File: config.mk
export PLATFORM = sky130hd
export DESIGN_NAME = laser_centroid_flat
export DESIGN_NICKNAME = d
export VERILOG_FILES = /design/src/rtl/laser_centroid_pkg.sv /design/src/rtl/laser_centroid_if.sv /design/src/rtl/laser_centroid_seq_divider.sv /design/src/rtl/laser_centroid.sv /design/src/flat_wrapper.sv
export SDC_FILE = /design/constraint.sdc
export NUM_CORES = 1
export LEC_CHECK = 0
export CELL_PAD_IN_SITES_DETAIL_PLACEMENT = 2
export CELL_PAD_IN_SITES_GLOBAL_PLACEMENT = 2
export CORE_UTILIZATION = 39
export CTS_BUF_LIST = sky130_fd_sc_hd__clkbuf_8 sky130_fd_sc_hd__clkbuf_16
export CTS_CLUSTER_DIAMETER = 50
export DETAILED_ROUTE_END_ITERATION = 8
export HOLD_SLACK_MARGIN = 0.1
export PLACE_DENSITY_LB_ADDON = 0.1
export SLEW_MARGIN = 20
export SYNTH_ARGS = -nofsm -noshare
export SYNTH_HDL_FRONTEND = slang
export SYNTH_HIERARCHICAL = 1
export SYNTH_SLANG_ARGS = --single-unit
File: constraint.sdc
create_clock -name clk_in -period 4.25 [get_ports clk_in]
set_clock_uncertainty 0.2 [all_clocks]
set_input_delay 0.85 -clock clk_in [delete_from_list [all_inputs] [get_ports clk_in]]
set_output_delay 0.85 -clock clk_in [all_outputs]
set_load 0.02 [all_outputs]
File: src/rtl/laser_centroid_pkg.sv
// ============================================================================
// laser_pkg : shared widths and FSM state encoding for laser_centroid
// Revision  : 1.0
// ============================================================================
`default_nettype none

package laser_pkg;

    localparam int X_W_DEF       = 11;
    localparam int Y_W_DEF       = 10;
    localparam int CNT_W_DEF     = 20;
    localparam int MIN_COUNT_DEF = 16;
    localparam int SUM_X_W_DEF   = X_W_DEF + CNT_W_DEF;
    localparam int SUM_Y_W_DEF   = Y_W_DEF + CNT_W_DEF;

    typedef enum logic [1:0] {
        ST_IDLE   = 2'd0,
        ST_DIVIDE = 2'd1,
        ST_REPORT = 2'd2
    } state_t;

endpackage

`default_nettype wire

File: src/rtl/laser_centroid_if.sv
// ============================================================================
// laser_centroid_if : pixel-stream inputs and centroid result outputs
// Revision          : 1.0
// ============================================================================
`default_nettype none

interface laser_centroid_if
    import laser_pkg::*;
#(
    parameter int X_W = X_W_DEF,
    parameter int Y_W = Y_W_DEF
);
    logic [X_W-1:0] x_in;
    logic [Y_W-1:0] y_in;
    logic           valid_in;
    logic           mask_in;
    logic           tabulate_in;
    logic [X_W-1:0] x_out;
    logic [Y_W-1:0] y_out;
    logic           found_out;
    logic           valid_out;
    logic           busy_out;

    modport master (
        output x_in, y_in, valid_in, mask_in, tabulate_in,
        input  x_out, y_out, found_out, valid_out, busy_out
    );

    modport slave (
        input  x_in, y_in, valid_in, mask_in, tabulate_in,
        output x_out, y_out, found_out, valid_out, busy_out
    );
endinterface

`default_nettype wire

File: src/rtl/laser_centroid_seq_divider.sv
// ============================================================================
// seq_divider : restoring divider, one quotient bit per cycle (WIDTH cycles)
// Revision    : 1.0
// ============================================================================
`default_nettype none

module seq_divider #(
    parameter int WIDTH  = 31,
    parameter int DIV_W  = 20,
    parameter int QUOT_W = 11
) (
    input  wire logic              clk_in,
    input  wire logic              rst_in,
    input  wire logic              start_in,
    input  wire logic [WIDTH-1:0]  dividend_in,
    input  wire logic [DIV_W-1:0]  divisor_in,
    output logic      [QUOT_W-1:0] quotient_out,
    output logic                   done_out,
    output logic                   busy_out
);
    localparam int STEP_W = $clog2(WIDTH + 1);

    logic [WIDTH-1:0]  quo;
    logic [DIV_W-1:0]  rem;
    logic [DIV_W-1:0]  dvs;
    logic [STEP_W-1:0] steps;
    logic              running;
    logic              done;

    logic [DIV_W:0]    shifted;
    logic              fits;
    logic [DIV_W-1:0]  diff;

    // The partial remainder always stays below the divisor, so the
    // subtraction result fits in DIV_W bits when it is taken.
    always_comb begin
        shifted = {rem, quo[WIDTH-1]};
        fits    = (shifted >= {1'b0, dvs});
        diff    = shifted[DIV_W-1:0] - dvs;
    end

    always_ff @(posedge clk_in) begin
        if (!rst_in) begin
            quo     <= '0;
            rem     <= '0;
            dvs     <= '0;
            steps   <= '0;
            running <= 1'b0;
            done    <= 1'b0;
        end else if (start_in) begin
            quo     <= dividend_in;
            rem     <= '0;
            dvs     <= divisor_in;
            steps   <= STEP_W'(WIDTH);
            running <= 1'b1;
            done    <= 1'b0;
        end else if (running) begin
            quo   <= {quo[WIDTH-2:0], fits};
            rem   <= fits ? diff : shifted[DIV_W-1:0];
            steps <= steps - STEP_W'(1);
            if (steps == STEP_W'(1)) begin
                running <= 1'b0;
                done    <= 1'b1;
            end
        end
    end

    assign quotient_out = quo[QUOT_W-1:0];
    assign done_out     = done;
    assign busy_out     = running;

endmodule

`default_nettype wire

File: src/rtl/laser_centroid.sv
// ============================================================================
// laser_centroid : per-frame centroid of masked pixels (sum / count)
// Option         : LASER_CENTROID_MIN_COUNT_EN rejects detections below MIN_COUNT
// Revision       : 1.0
// ============================================================================
`default_nettype none

module laser_centroid
    import laser_pkg::*;
#(
    parameter int X_W       = X_W_DEF,
    parameter int Y_W       = Y_W_DEF,
    parameter int CNT_W     = CNT_W_DEF,
    parameter int MIN_COUNT = MIN_COUNT_DEF
) (
    input  wire logic       clk_in,
    input  wire logic       rst_in,
    laser_centroid_if.slave bus
);
    localparam int SX_W = X_W + CNT_W;
    localparam int SY_W = Y_W + CNT_W;

`ifdef LASER_CENTROID_MIN_COUNT_EN
    localparam bit MIN_EN = 1'b1;
`else
    localparam bit MIN_EN = 1'b0;
`endif

    state_t            state;
    state_t            state_next;

    logic [SX_W-1:0]   sum_x;
    logic [SY_W-1:0]   sum_y;
    logic [CNT_W-1:0]  count;
    logic [SX_W-1:0]   sum_x_next;
    logic [SY_W-1:0]   sum_y_next;
    logic [CNT_W-1:0]  count_next;

    logic              hit;
    logic              accept;
    logic              count_ok;
    logic              start;
    logic              detect;

    logic [X_W-1:0]    quot_x;
    logic [Y_W-1:0]    quot_y;
    logic              done_x;
    logic              done_y;
    logic              busy_x;
    logic              busy_y;

    logic [X_W-1:0]    x_reg;
    logic [Y_W-1:0]    y_reg;
    logic              found_reg;
    logic              valid_reg;

    // Running totals including the current pixel, so a hit coincident with
    // tabulate lands in the frame being closed.
    always_comb begin
        hit        = bus.valid_in & bus.mask_in;
        sum_x_next = sum_x;
        sum_y_next = sum_y;
        count_next = count;
        if (hit) begin
            sum_x_next = sum_x + {{CNT_W{1'b0}}, bus.x_in};
            sum_y_next = sum_y + {{CNT_W{1'b0}}, bus.y_in};
            count_next = count + CNT_W'(1);
        end
        accept   = (state == ST_IDLE) && bus.tabulate_in;
        count_ok = (count_next != '0) &&
                   (!MIN_EN || (count_next >= CNT_W'(MIN_COUNT)));
        start    = accept && count_ok;
    end

    always_ff @(posedge clk_in) begin
        if (!rst_in) begin
            sum_x <= '0;
            sum_y <= '0;
            count <= '0;
        end else if (accept) begin
            sum_x <= '0;
            sum_y <= '0;
            count <= '0;
        end else begin
            sum_x <= sum_x_next;
            sum_y <= sum_y_next;
            count <= count_next;
        end
    end

    always_ff @(posedge clk_in) begin
        if (!rst_in) begin
            state  <= ST_IDLE;
            detect <= 1'b0;
        end else begin
            state <= state_next;
            if (accept) begin
                detect <= count_ok;
            end
        end
    end

    always_comb begin
        state_next = state;
        case (state)
            ST_IDLE: begin
                if (accept) begin
                    state_next = count_ok ? ST_DIVIDE : ST_REPORT;
                end
            end
            ST_DIVIDE: begin
                if (done_x && done_y) begin
                    state_next = ST_REPORT;
                end
            end
            ST_REPORT: state_next = ST_IDLE;
            default:   state_next = ST_IDLE;
        endcase
    end

    seq_divider #(
        .WIDTH  (SX_W),
        .DIV_W  (CNT_W),
        .QUOT_W (X_W)
    ) u_div_x (
        .clk_in       (clk_in),
        .rst_in       (rst_in),
        .start_in     (start),
        .dividend_in  (sum_x_next),
        .divisor_in   (count_next),
        .quotient_out (quot_x),
        .done_out     (done_x),
        .busy_out     (busy_x)
    );

    seq_divider #(
        .WIDTH  (SY_W),
        .DIV_W  (CNT_W),
        .QUOT_W (Y_W)
    ) u_div_y (
        .clk_in       (clk_in),
        .rst_in       (rst_in),
        .start_in     (start),
        .dividend_in  (sum_y_next),
        .divisor_in   (count_next),
        .quotient_out (quot_y),
        .done_out     (done_y),
        .busy_out     (busy_y)
    );

    // Result registers only move on the report cycle; a miss keeps the last position.
    always_ff @(posedge clk_in) begin
        if (!rst_in) begin
            x_reg     <= '0;
            y_reg     <= '0;
            found_reg <= 1'b0;
            valid_reg <= 1'b0;
        end else begin
            valid_reg <= (state == ST_REPORT);
            if (state == ST_REPORT) begin
                found_reg <= detect;
                if (detect) begin
                    x_reg <= quot_x;
                    y_reg <= quot_y;
                end
            end
        end
    end

    assign bus.x_out     = x_reg;
    assign bus.y_out     = y_reg;
    assign bus.found_out = found_reg;
    assign bus.valid_out = valid_reg;
    assign bus.busy_out  = (state == ST_DIVIDE) | busy_x | busy_y;

endmodule

`default_nettype wire
File: src/flat_wrapper.sv
// flat-port wrapper written by rule: the top's interface ports become plain ports
module laser_centroid_flat import laser_pkg::*;
#(
    parameter int X_W       = X_W_DEF,
    parameter int Y_W       = Y_W_DEF,
    parameter int CNT_W     = CNT_W_DEF,
    parameter int MIN_COUNT = MIN_COUNT_DEF
)
  (clk_in, rst_in, bus_x_in, bus_y_in, bus_valid_in, bus_mask_in, bus_tabulate_in, bus_x_out, bus_y_out, bus_found_out, bus_valid_out, bus_busy_out);
  laser_centroid_if #(.X_W(X_W), .Y_W(Y_W)) bus_i ();
  input  wire logic clk_in;
  input  wire logic rst_in;
  input wire logic [$bits(bus_i.x_in)-1:0] bus_x_in;
  input wire logic [$bits(bus_i.y_in)-1:0] bus_y_in;
  input wire logic [$bits(bus_i.valid_in)-1:0] bus_valid_in;
  input wire logic [$bits(bus_i.mask_in)-1:0] bus_mask_in;
  input wire logic [$bits(bus_i.tabulate_in)-1:0] bus_tabulate_in;
  output wire logic [$bits(bus_i.x_out)-1:0] bus_x_out;
  output wire logic [$bits(bus_i.y_out)-1:0] bus_y_out;
  output wire logic [$bits(bus_i.found_out)-1:0] bus_found_out;
  output wire logic [$bits(bus_i.valid_out)-1:0] bus_valid_out;
  output wire logic [$bits(bus_i.busy_out)-1:0] bus_busy_out;
  assign bus_i.x_in = bus_x_in;
  assign bus_i.y_in = bus_y_in;
  assign bus_i.valid_in = bus_valid_in;
  assign bus_i.mask_in = bus_mask_in;
  assign bus_i.tabulate_in = bus_tabulate_in;
  assign bus_x_out = bus_i.x_out;
  assign bus_y_out = bus_i.y_out;
  assign bus_found_out = bus_i.found_out;
  assign bus_valid_out = bus_i.valid_out;
  assign bus_busy_out = bus_i.busy_out;
  laser_centroid #(.X_W(X_W), .Y_W(Y_W), .CNT_W(CNT_W), .MIN_COUNT(MIN_COUNT)) u_core (.clk_in(clk_in), .rst_in(rst_in), .bus(bus_i));
endmodule
# Word-level counts from Yosys, hierarchy flattened
# Cells that the tools add are included.
totals:
  latch_bits: 0
  word_cells: 76
  memories: 0
  register_bits: 242
  input_bits: 26
  out_inout_bits: 24
  mem_bits_rw: 0
  rom_bits: 0
op_classes:
  mux: 23
  order_cmp: 2
  shifts: 0
  n_eq_ne: 6
  bitwise: 4
  n_reduce_logical: 13
  n_mul: 0
  n_div: 0
  add_sub_neg: 7
ops:
  columns: ["cell", "count"]
  rows:
  - ["two-way mux 31 bit", 3]
  - ["two-way mux 30 bit", 3]
  - ["two-way mux 20 bit", 3]
  - ["greater-or-equal comparator 21 x 20 -> 1 bit", 2]
  - ["subtractor 20 bit", 2]
  - ["adder 31 x 11 -> 31 bit", 1]
  - ["adder 30 x 10 -> 30 bit", 1]
  - ["adder 20 x 1 -> 20 bit (second input constant)", 1]
  - ["two-way mux 5 bit", 4]
  - ["nonzero test 20 bit", 1]
  - ["== test 5 x 1 -> 1 bit (second input constant)", 2]
  - ["subtractor 5 x 1 -> 5 bit (second input constant)", 2]
  - ["AND reduction 2 bit", 4]
  - ["two-way mux 1 bit", 6]
  - ["two-way mux 2 bit", 3]
  - ["inequality test 2 x 1 -> 1 bit (second input constant)", 2]
  - ["case mux 2 bit (2 select lines)", 1]
  - ["nonzero test 2 bit", 2]
  - ["OR reduction 2 bit", 2]
  - ["logical AND 1 bit", 3]
  - ["== test 2 x 1 -> 1 bit (second input constant)", 1]
  - ["== test 2 bit (second input constant)", 1]
  - ["zero test 2 bit", 1]
  - ["bitwise OR 1 bit", 2]
  - ["2 further kinds", 2]

# Logic depth before layout (Yosys ltp)
logic_depth:
  depth_word: 6
  ltp_mapped: 14
  mapped_depth_nobuf: 12

# Cells and area by module
# The synthesis kept the hierarchy.
modules_own_cells:
  columns: ["mod", "area_each_um2", "seq_area_each_um2", "cells_per_inst", "instances"]
  rows:
  - ["laser_centroid", 6102.1, 2142.1, 747, 1]
  - ["seq_divider (u_core.u_div_x)", 4620.7, 1561.5, 539, 1]
  - ["seq_divider (u_core.u_div_y)", 4548.1, 1541.5, 525, 1]

# Worst setup path after synthesis
# OpenSTA, ideal clock, no wires.
synth_path:
  path_kind: "in2reg"
  from: "in bus_valid_in"
  to: "reg u_core.u_div_y.rem[13]"
  n_path_buf: 4
  path_slack_ps: 479
  required_time_ps: 3971
  setup_time_ps: 79
  t_arrival_ps: 3492
  path_stages: 13
  cell_sequence: "buf_4 > nand2_1 > o21ai_0 > o211ai_1 > or4_1 > nor4_2 > nor2_1 > clkbuf_1 > nor2b_1 > clkbuf_1 > clkbuf_1 > nand3_1 > o211ai_1"
synth_via:
  elab_chain_len: 5
synth_rtl:
  columns: ["element", "line_no", "text"]
  rows:
  - ["from (decl)", "flat_wrapper.sv:15", "input wire logic [$bits(bus_i.valid_in)-1:0] bus_valid_in;"]
  - ["bitwise AND 1 bit", "laser_centroid.sv:60", "hit = bus.valid_in & bus.mask_in;"]
  - ["two-way mux 20 bit", "laser_centroid.sv:64", "if (hit) begin"]
  - ["nonzero test 20 bit", "laser_centroid.sv:70", "count_ok = (count_next != '0) &&"]
  - ["logical AND 1 bit", "laser_centroid.sv:72", "start = accept && count_ok;"]
  - ["net u_core.start", "laser_centroid.sv:42", "logic start;"]
  - ["OR reduction 2 bit (no line)", null, null]
  - ["to (signal assigned)", "laser_centroid_seq_divider.sv:59", "rem <= fits ? diff : shifted[DIV_W-1:0];"]
  - ["to (decl)", "laser_centroid_seq_divider.sv:24", "logic [DIV_W-1:0] rem;"]
# The timed path passes the listed nets, and every way through them passes these cells.
# A chain may end at the register's enable or synchronous reset.

# Final worst setup path
layout_path:
  from: "in bus_valid_in"
  to: "reg u_core.u_div_x.rem[13]"
layout_via:
  elab_chain_len: 5
layout_rtl:
  columns: ["element", "line_no"]
  rows:
  - ["bitwise AND 1 bit", "laser_centroid.sv:60"]
  - ["two-way mux 20 bit", "laser_centroid.sv:64"]
  - ["nonzero test 20 bit", "laser_centroid.sv:70"]
  - ["logical AND 1 bit", "laser_centroid.sv:72"]
  - ["net u_core.start", "laser_centroid.sv:42"]
  - ["OR reduction 2 bit (no line)", null]
  - ["to (signal assigned)", "laser_centroid_seq_divider.sv:59"]
  - ["to (decl)", "laser_centroid_seq_divider.sv:24"]
# The timed path passes the listed nets, and every way through them passes these cells.

==> reports/metrics.yaml <==
run_status:
  status: "completed"
floorplan:
  core_area_um2: 38600
  num_io_pins: 50
  start_util: 0.395
  die_area_um2: 40000
  rows: 72
  die_w_um: 200
  dieHeight_um: 200
drt:
  avgRoutedWirePerCell_um: 20.1
  met2WireLength_mm: 23.6
  drt_iter0_markers: 410
  ant_nets: 0
  drt_wl_total_mm: 47.6
  met3WireLength_mm: 1.55
  wl_met1_mm: 21.2
  drc: 0
  top_layer_used: "met5"
  viasPerCell: 5.55
  vias: 13200
  firstDrtPassIters: 4
synthesis:
  synthTopCellsByArea: "dfxtp_1 34%, mux2i_1 7.7%, ha_1 5.4%, nand2_1 5.3%, a21oi_1 4.0%"
  synth_top_area_share: 0.343
  ys_seq_elements: 262
  syn_nets: 1907
  yosys.area.top_type: "dfxtp_1"
  syn_area_um2: 15300
  syn_avg_cell_area_um2: 8.43
  yosysSeqAreaShare: 0.343
  yosys-top-cells-count: "262 x dfxtp_1, 215 x nand2_1, 123 x a21oi_1, 123 x o21ai_0, 117 x mux2i_1"
  synth_most_common_cell: "dfxtp_1"
  synth-edff-count: 0
  yosysWarnings: 6
  synth_ff_type: "dfxtp_1"
  synth_cells: 1811
  ys_async_sr_fraction: 0
  ys_types: 93
final_layout:
  multiInputGateArea_um2: 9170
  fillerInstances: 4202
  stdcell_area_um2: 17500
  regArea_um2: 5250
  syn_to_final_growth_pct: 14.9
  drive_gt1_frac: 0.0783
  final_nets: 1917
  finalNonFillerCells: 2370
timing:
  rsz0062_at_grt: "no"
  slew_headroom: 0.353
  drv_slew: 0
  min_period_over_period: 0.896
  setup_viol: 0
  worst_pin_slew_ps: 968
  holdWs_ps: 257
  fmax_mhz: 263
  hold_violations: 0
  post-route-min-period_ps: 3810
grt:
  grt_util_all_layers: 0.244
  grt_pass1_wl_mm: 77.3
  grt_max_degree: 85
  antenna_found_initial: 2
  grt_pass1_vias: 14300
  overflow: 0
placed_design:
  place_area_um2: 16100
  globalplace.congestion: 0.820
  placed_cells: 2297
  portBuffers: 49
  dpl.hpwl_mm: 33.0
clock_tree:
  post_cts_resize_count: 0
  clockBufferDepth: 3
  clockRootBuffer: "clkbuf_16"
  clkLatencyLatePin_ps: 550
  cts_buffers: 40
  clock_sinks: 262
  cts_setup_buffers: 0
  cts_tree: "yes"
  h-tree-depth: 2
  path_clk_slew_ps: 60
  hold_buffers: 0
worst_setup_path:
  crit_chain: "clkdlybuf4s50_1 -> and3_1 -> a311oi_1 -> a31oi_1 -> or4_1 -> nor4_2 -> nor2_4 -> nor2b_1 -> buf_12 -> nand2_1 -> o21ai_0"
  crit_type: "in2reg"
  crit_slowest_cell: "or4_1"
  slowest_delay_ps: 580
  r2r-start: "u_core/u_div_y/dvs[15]$_SDFFE_PN0P_"
  end_kind: "flip-flop"
  worst_ep_arrival_time_ps: 4070
  start_kind: "input pin"
  crit_start: "bus_valid_in"
  required_ps: 4510
  critPathMaxFanout: 23
power:
  total_leakage_power_nw: 7.18
  p_total_mw: 7.80
  peakVddDrop_uv: 256
  power_density_nw_per_um2: 445
min_path:
  min_path_type: "reg2reg"
  holdCritStartpoint: "u_core/bus.y_out[6]$_SDFFE_PN0P_"
run:
  maxCapViolCount: 0
==> cells in the final DEF, fill, tap and decap left out, drive strengths merged, types with 12 or more instances in the layout <==
cell / count
dfxtp: 262
nand2: 217
o21ai: 126
a21oi: 123
mux2i: 117
and2: 90
inv: 83
ha: 66
nor2: 64
nor2b: 55
nand3: 53
clkdlybuf4s50: 48
xnor2: 47
xor2: 43
clkbuf: 43
buf: 37
and3: 32
o211a: 31
nor3: 30
a21o: 27
o21a: 23
or3: 22
a211oi: 19
nand4: 18
o31ai: 12
==> state kept, by name, summed over array words and instances, names as in the netlist <==
register,count
u_core/sum_x,31
u_core/u_div_x/quo,31
u_core/sum_y,30
u_core/u_div_y/quo,30
u_core/count,20
u_core/u_div_x/dvs,20
u_core/u_div_x/rem,20
u_core/u_div_y/dvs,20
u_core/u_div_y/rem,20
u_core/bus.x_out,11
u_core/bus.y_out,10
u_core/u_div_x/steps,5
u_core/u_div_y/steps,5
u_core/state,2
u_core/bus.found_out,1
u_core/bus.valid_out,1
u_core/detect,1
u_core/u_div_x/busy_out,1
u_core/u_div_x/done_out,1
u_core/u_div_y/busy_out,1
u_core/u_div_y/done_out,1
==> per-stage QoR <==
stage / util / setup slack (ps) / TNS [ps]
6_report: 0.454 / 444 / 0
5_1_grt: 0.454 / 280 / 0
4_1_cts: 0.454 / 492 / 0
3_5_place_dp: 0.418 / -68.3 / -390
3_3_place_gp: 0.418 / 89.6 / 0
2_1_floorplan: - / 479 / 0
==> routing by layer <==
metal / up-vias / GRT usage
li1: 6424 / -
met1: 6500 / 0.298
met2: 160 / 0.432
met3: 75 / 0.0412
met4: 2 / 0.0789
met5: - / 0
==> worst max-delay path, delay by kind of cell <==
kind | cells | cell delay, ps
AND/OR/NAND/NOR | 6 | 1770
buffers and inverters | 2 | 740
AO/OA/AOI/OAI | 3 | 690
==> layout make-up <==
type	instances	area share
multi-input combinational	1364	0.523
sequential	262	0.299
clock buffer	43	0.0600
timing repair buffer	85	0.0468
tap	518	0.0369
clock inverter	29	0.0200
inverter	68	0.0145
antenna	1	0.000143
==> final timing paths <==
path	end	slack, ps	cells after the start
setup reg to reg	u_core/u_div_y/rem[4]$_SDFFE_PP0P_	680	10
setup / recovery	u_core/u_div_x/rem[13]$_SDFFE_PP0P_	440	11
hold / removal	u_core/bus.y_out[6]$_SDFFE_PN0P_	260	2
hold reg to reg	u_core/bus.y_out[6]$_SDFFE_PN0P_	260	2
==> cell families (layout without fill, tap and decap cells) <==
kind of cell | after synthesis | in the layout | synth area share
AND/OR/NAND/NOR | 640 | 640 | 0.220
AO/OA/AOI/OAI | 440 | 440 | 0.187
flip-flops | 262 | 262 | 0.343
buffers and inverters | 185 | 225 | 0.0574
multiplexers | 124 | 124 | 0.0819
XOR/XNOR | 90 | 90 | 0.0516
adder cells (fa/ha/maj) | 70 | 70 | 0.0593
other | 0 | 1 | 0
==> power breakdown <==
group / switching, mW / leakage (nW) / internal (mW)
Sequential: 0.0773 / 2.12 / 2.55
Clock: 1.28 / 0.717 / 2.23
Combinational: 1.02 / 4.34 / 0.646
(Power assumes the default switching activity.)
